<file path="src/rtl/reservation_station_pkg.sv">
// Shared sizing defaults and the register-0 "no register" convention used by
// issue, the reservation station and the scoreboard.
package reservation_station_pkg;

  localparam int RS_NUM_REG    = 8;
  localparam int RS_OP_BIT     = 4;
  localparam int RS_REG_ID_BIT = $clog2(RS_NUM_REG);

  // Physical register id meaning "no source / no destination".
  localparam int REG_NONE = 0;

endpackage

</file>
<file path="src/rtl/reservation_station_decode.sv">
// Binary register id to one-hot decoder.
module decode #(
  parameter int IN_W  = 3,
  parameter int OUT_W = 8
) (
  input  logic [IN_W-1:0]  idx_i,
  output logic [OUT_W-1:0] onehot_o
);

  assign onehot_o = OUT_W'(1) << idx_i;

endmodule

</file>
<file path="src/rtl/reservation_station.sv">
// Per-FU in-order reservation station: circular queue of renamed operations
// feeding the scoreboard read port, plus a read-pending bitmap of queued sources.
module reservation_station
  import reservation_station_pkg::*;
#(
  parameter int NUM_REG    = RS_NUM_REG,
  parameter int NUM_ENTRY  = 4,
  parameter int OP_BIT     = RS_OP_BIT,
  parameter int REG_ID_BIT = $clog2(NUM_REG),
  parameter int PTR_BIT    = $clog2(NUM_ENTRY)
) (
  input  logic                  clk,
  input  logic                  rst,
  input  logic                  in_vld,
  output logic                  in_rdy,
  input  logic [OP_BIT-1:0]     in_op,
  input  logic [REG_ID_BIT-1:0] in_dst_reg,
  input  logic [REG_ID_BIT-1:0] in_src_reg0,
  input  logic [REG_ID_BIT-1:0] in_src_reg1,
  output logic                  fu_available,
  output logic [NUM_REG-1:0]    reg_read_pending,
  output logic                  rd_vld,
  input  logic                  rd_rdy,
  output logic [REG_ID_BIT-1:0] rd_reg0_id,
  output logic [REG_ID_BIT-1:0] rd_reg1_id,
  output logic [REG_ID_BIT-1:0] rd_write_reg_id_nxt,
  output logic [OP_BIT-1:0]     rd_op,
  output logic [PTR_BIT:0]      count
);

  localparam logic [PTR_BIT:0]   FULL_CNT  = (PTR_BIT+1)'(NUM_ENTRY);
  localparam logic [NUM_REG-1:0] PEND_MASK = ~(NUM_REG'(1) << REG_NONE);

  logic [PTR_BIT-1:0]    wr_ptr_q, wr_ptr_d;
  logic [PTR_BIT-1:0]    rd_ptr_q, rd_ptr_d;
  logic [PTR_BIT:0]      count_q, count_d;
  logic                  full, empty, enq, deq;

  logic [OP_BIT-1:0]     op_q   [NUM_ENTRY];
  logic [REG_ID_BIT-1:0] dst_q  [NUM_ENTRY];
  logic [REG_ID_BIT-1:0] src0_q [NUM_ENTRY];
  logic [REG_ID_BIT-1:0] src1_q [NUM_ENTRY];

  logic [NUM_ENTRY-1:0]  ent_vld;
  logic [NUM_REG-1:0]    pend_ent [NUM_ENTRY];

  // Status is a function of registered count only, so rd_rdy never reaches in_rdy.
  assign full         = (count_q == FULL_CNT);
  assign empty        = (count_q == '0);
  assign in_rdy       = !full;
  assign fu_available = !full;
  assign rd_vld       = !empty;
  assign count        = count_q;

  assign enq = in_vld && !full;
  assign deq = !empty && rd_rdy;

  always_comb begin
    wr_ptr_d = wr_ptr_q;
    rd_ptr_d = rd_ptr_q;
    count_d  = count_q;
    if (enq) wr_ptr_d = wr_ptr_q + 1'b1;
    if (deq) rd_ptr_d = rd_ptr_q + 1'b1;
    case ({enq, deq})
      2'b10:   count_d = count_q + 1'b1;
      2'b01:   count_d = count_q - 1'b1;
      default: count_d = count_q;
    endcase
  end

  always_ff @(posedge clk) begin
    if (rst) begin
      wr_ptr_q <= '0;
      rd_ptr_q <= '0;
      count_q  <= '0;
    end else begin
      wr_ptr_q <= wr_ptr_d;
      rd_ptr_q <= rd_ptr_d;
      count_q  <= count_d;
    end
  end

  // Entry storage is never reset; validity comes from the rd_ptr/count window.
  always_ff @(posedge clk) begin
    if (enq) begin
      op_q[wr_ptr_q]   <= in_op;
      dst_q[wr_ptr_q]  <= in_dst_reg;
      src0_q[wr_ptr_q] <= in_src_reg0;
      src1_q[wr_ptr_q] <= in_src_reg1;
    end
  end

  always_comb begin
    rd_op               = '0;
    rd_write_reg_id_nxt = '0;
    rd_reg0_id          = '0;
    rd_reg1_id          = '0;
    if (!empty) begin
      rd_op               = op_q[rd_ptr_q];
      rd_write_reg_id_nxt = dst_q[rd_ptr_q];
      rd_reg0_id          = src0_q[rd_ptr_q];
      rd_reg1_id          = src1_q[rd_ptr_q];
    end
  end

  for (genvar g = 0; g < NUM_ENTRY; g++) begin : g_ent
    logic [PTR_BIT-1:0] off;
    logic [NUM_REG-1:0] s0_oh, s1_oh;

    // Distance from the head; the entry is live when it lies inside [0, count).
    assign off        = PTR_BIT'(g) - rd_ptr_q;
    assign ent_vld[g] = ({1'b0, off} < count_q);

    decode #(.IN_W(REG_ID_BIT), .OUT_W(NUM_REG)) u_dec_src0 (
      .idx_i    (src0_q[g]),
      .onehot_o (s0_oh)
    );

    decode #(.IN_W(REG_ID_BIT), .OUT_W(NUM_REG)) u_dec_src1 (
      .idx_i    (src1_q[g]),
      .onehot_o (s1_oh)
    );

    assign pend_ent[g] = (s0_oh | s1_oh) & {NUM_REG{ent_vld[g]}} & PEND_MASK;
  end

  always_comb begin
    reg_read_pending = '0;
    for (int i = 0; i < NUM_ENTRY; i++) begin
      reg_read_pending = reg_read_pending | pend_ent[i];
    end
  end

endmodule
</file>
<file path="config.mk">
export PLATFORM = sky130hd
export DESIGN_NAME = reservation_station
export DESIGN_NICKNAME = d
export VERILOG_FILES = /design/src/rtl/reservation_station_pkg.sv /design/src/rtl/reservation_station_decode.sv /design/src/rtl/reservation_station.sv
export SDC_FILE = /design/constraint.sdc
export NUM_CORES = 1
export LEC_CHECK = 0
export CORE_UTILIZATION = 40
export CTS_BUF_LIST = sky130_fd_sc_hd__clkbuf_4
export CTS_CLUSTER_SIZE = 25
export DETAILED_ROUTE_END_ITERATION = 12
export PLACE_DENSITY_LB_ADDON = 0.08
export SYNTH_ARGS = -nofsm -noshare
export SYNTH_HDL_FRONTEND = slang
export SYNTH_HIERARCHICAL = 1
export SYNTH_SLANG_ARGS = --single-unit
export TNS_END_PERCENT = 20
</file>
<file path="constraint.sdc">
create_clock -name clk -period 2.1 [get_ports clk]
set_clock_uncertainty 0.15 [all_clocks]
set_input_delay 0.525 -clock clk [delete_from_list [all_inputs] [get_ports clk]]
set_output_delay 0.525 -clock clk [all_outputs]
set_load 0.005 [all_outputs]
</file>
==> results.toml <==
[place]
dp.cells = 423
port-buffer-count = 42
dp_hpwl_um = 5601
gp_congestion = 0.8761
dp_slack_ns = -0.4510

[global_routing]
grt_pass1_wl_um = 13140
grt_pass1_vias = 2453
grt_antenna_before_repair = 0
grt_remaining_overflow = 0
grt_use_total = 0.2030
grt_max_degree = 17

[timing]
rsz0062_at_grt = "true"
report.final.slew_viol_count = 0
fin_ws_ns = -0.4878
fin_crit_sh = 1.232
fmax_mhz = 386.4
fin_setup_tns_ns = -7.595
final-hold-violation-count = 0
setup_viol = 23
min_period_ns = 2.588

[critical_path]
crit_chain = "inv_1 -> ha_4 -> nand2b_1 -> o221ai_1 -> nand4_1 -> buf_2"
cp-end-kind = "primary output"
path_delay_family = "flip-flops"
start_kind = "register"
r2r_cells = 10
r2r_slack_ns = 0.01
slowest_delay_ns = 0.37
crit_buf_inv = 2
path_max_fanout = 7
critPathLaunch = "rd_ptr_q[1]"
critPathKind = "reg2out"
r2r-start = "count[0]"
slowest_stage = "dfxtp_2"
arrival_ns = 1.91
worstPathRequired_ns = 1.42
worstReg2RegEnd = "count[2]"

[layout]
fillers = 696
stdcell_count = 452
syn_to_final_growth_pct = 39.01
fin_nets = 369
fin_util = 0.5758
drive_gt1_frac = 0.4841
multi_input_area_um2 = 1767
antenna_cells = 0
seq_area_um2 = 1757

[floorplan]
die_w_um = 94.24
pin_count = 44
start_util = 0.4142
core_um2 = 8217
fp.dieH_um = 94.24
dieArea_um2 = 8881
fp-row-count = 33

[worst_hold_path]
hold_path.class = "reg2reg"
min-delay-start = "wr_ptr_q[1]"
hold_depth = 2
hold_end = "wr_ptr_q[1]"

[outcome]
status = "complete, but fails checks"
violations = "negative setup slack"

[drt]
routedWlPerCell_um = 18.86
dr.pass1.iters = 4
drc_errors = 0
drt_iter0_markers = 110
totalWireLength_um = 8526
routed_via_density = 5.485
antenna_left = 0
via_count = 2479

[clock_tree]
root_buffer = "clkbuf_4"
cts_made_buffers = 9
cts_sinks = 61
cts.clk_slew.worst_paths_ns = 0.09
worstSkewPairLatency_ns = 0.37
tritoncts = "yes"
cts-htree-levels = 3
cts_hold_buf = 0
clockBufferDepth = 2

[pwr]
powerDensity_nw_per_um2 = 1151
power_mw = 5.445
power.leakage_nw = 1.787
peakVddDrop_mv = 0.6212

[synth]
yosys_warnings = 6
avgSynthCellArea_um2 = 13.56
netlist_area_um2 = 3403
syn_nets = 278
synthCells = 251

[run]
maxCapViolations = 0
[power breakdown]
group          leakage [nW]  internal (mW)  switching, mW
combinational          1.14           1.57           1.37
sequential            0.554           1.49          0.108
clock                0.0884          0.497          0.415
total                  1.79           3.55           1.89
[registers in the layout, summed over array words and instances (netlist names), named ones only]
name / cells
count: 3
dst_q: 12
op_q: 16
rd_ptr_q: 2
src0_q: 12
src1_q: 12
wr_ptr_q: 2
[routing by layer]
layer	vias up	track usage	share of wire
met4	0	0.08462	0.022
li1	1189	-	-
met1	1221	0.2828	0.45
met5	-	0	0
met2	57	0.3104	0.49
met3	12	0.03641	0.038
[worst reg2reg max path, stage by stage (launching register included)]
cell and delay (ns):
dfxtp_4 0.37, buf_6 0.14, nor2_4 0.09, a21boi_2 0.07, inv_1 0.06, ha_2 0.17
inv_1 0.05, fa_2 0.32, xor2_1 0.15, or3_1 0.31, a21oi_1 0.15
[cell usage in the layout (no fill, tap or decap), types with 5 or more instances in the layout]
cell type,n
and2_1,5
buf_6,7
o221ai_1,6
buf_2,11
clkbuf_2,5
dlygate4sd2_1,5
and3b_2,24
buf_12,10
clkdlybuf4s50_1,17
mux4_2,12
buf_4,30
edfxtp_1,52
nor2b_4,5
nor2_1,7
nand4_1,7
ha_1,6
o221ai_2,14
nand2b_1,5
nor2b_1,8
nor3b_1,24
clkbuf_4,10
o211ai_1,7
and3_2,8
inv_1,8
[final cells by class]
cell class	count	area share
sequential	61	0.3713
clock inverter	6	0.01825
tap	105	0.02777
multi-input combinational	170	0.3734
clock buffer	10	0.01587
timing repair buffer	90	0.1849
inverter	10	0.008463
[stage by stage]
stage | cell area, µm² | hold slack, ns
floorplan | 3411 | 0.3320
global placement | 4264 | 0.3583
detailed placement | 4264 | 0.3627
CTS | 4696 | 0.3814
global route | 4731 | 0.4031
finish | 4731 | 0.3696
[worst max-delay path by stage]
stage	end	depth (start not counted)
CTS	reg_read_pending[4]	7
global route	reg_read_pending[3]	6
global placement	count[2]	9
floorplan	reg_read_pending[7]	5
finish	reg_read_pending[3]	6
detailed placement	reg_read_pending[4]	6
[repair_timing]
item | CTS | global route
pin swaps | 7 | 3
setup buffers | 11 | 1
setup endpoints to repair | 27 | 26
gates resized for setup | 105 | 16
cloned | 1 | 0
No activity file was read; power rests on OpenSTA's default activity.
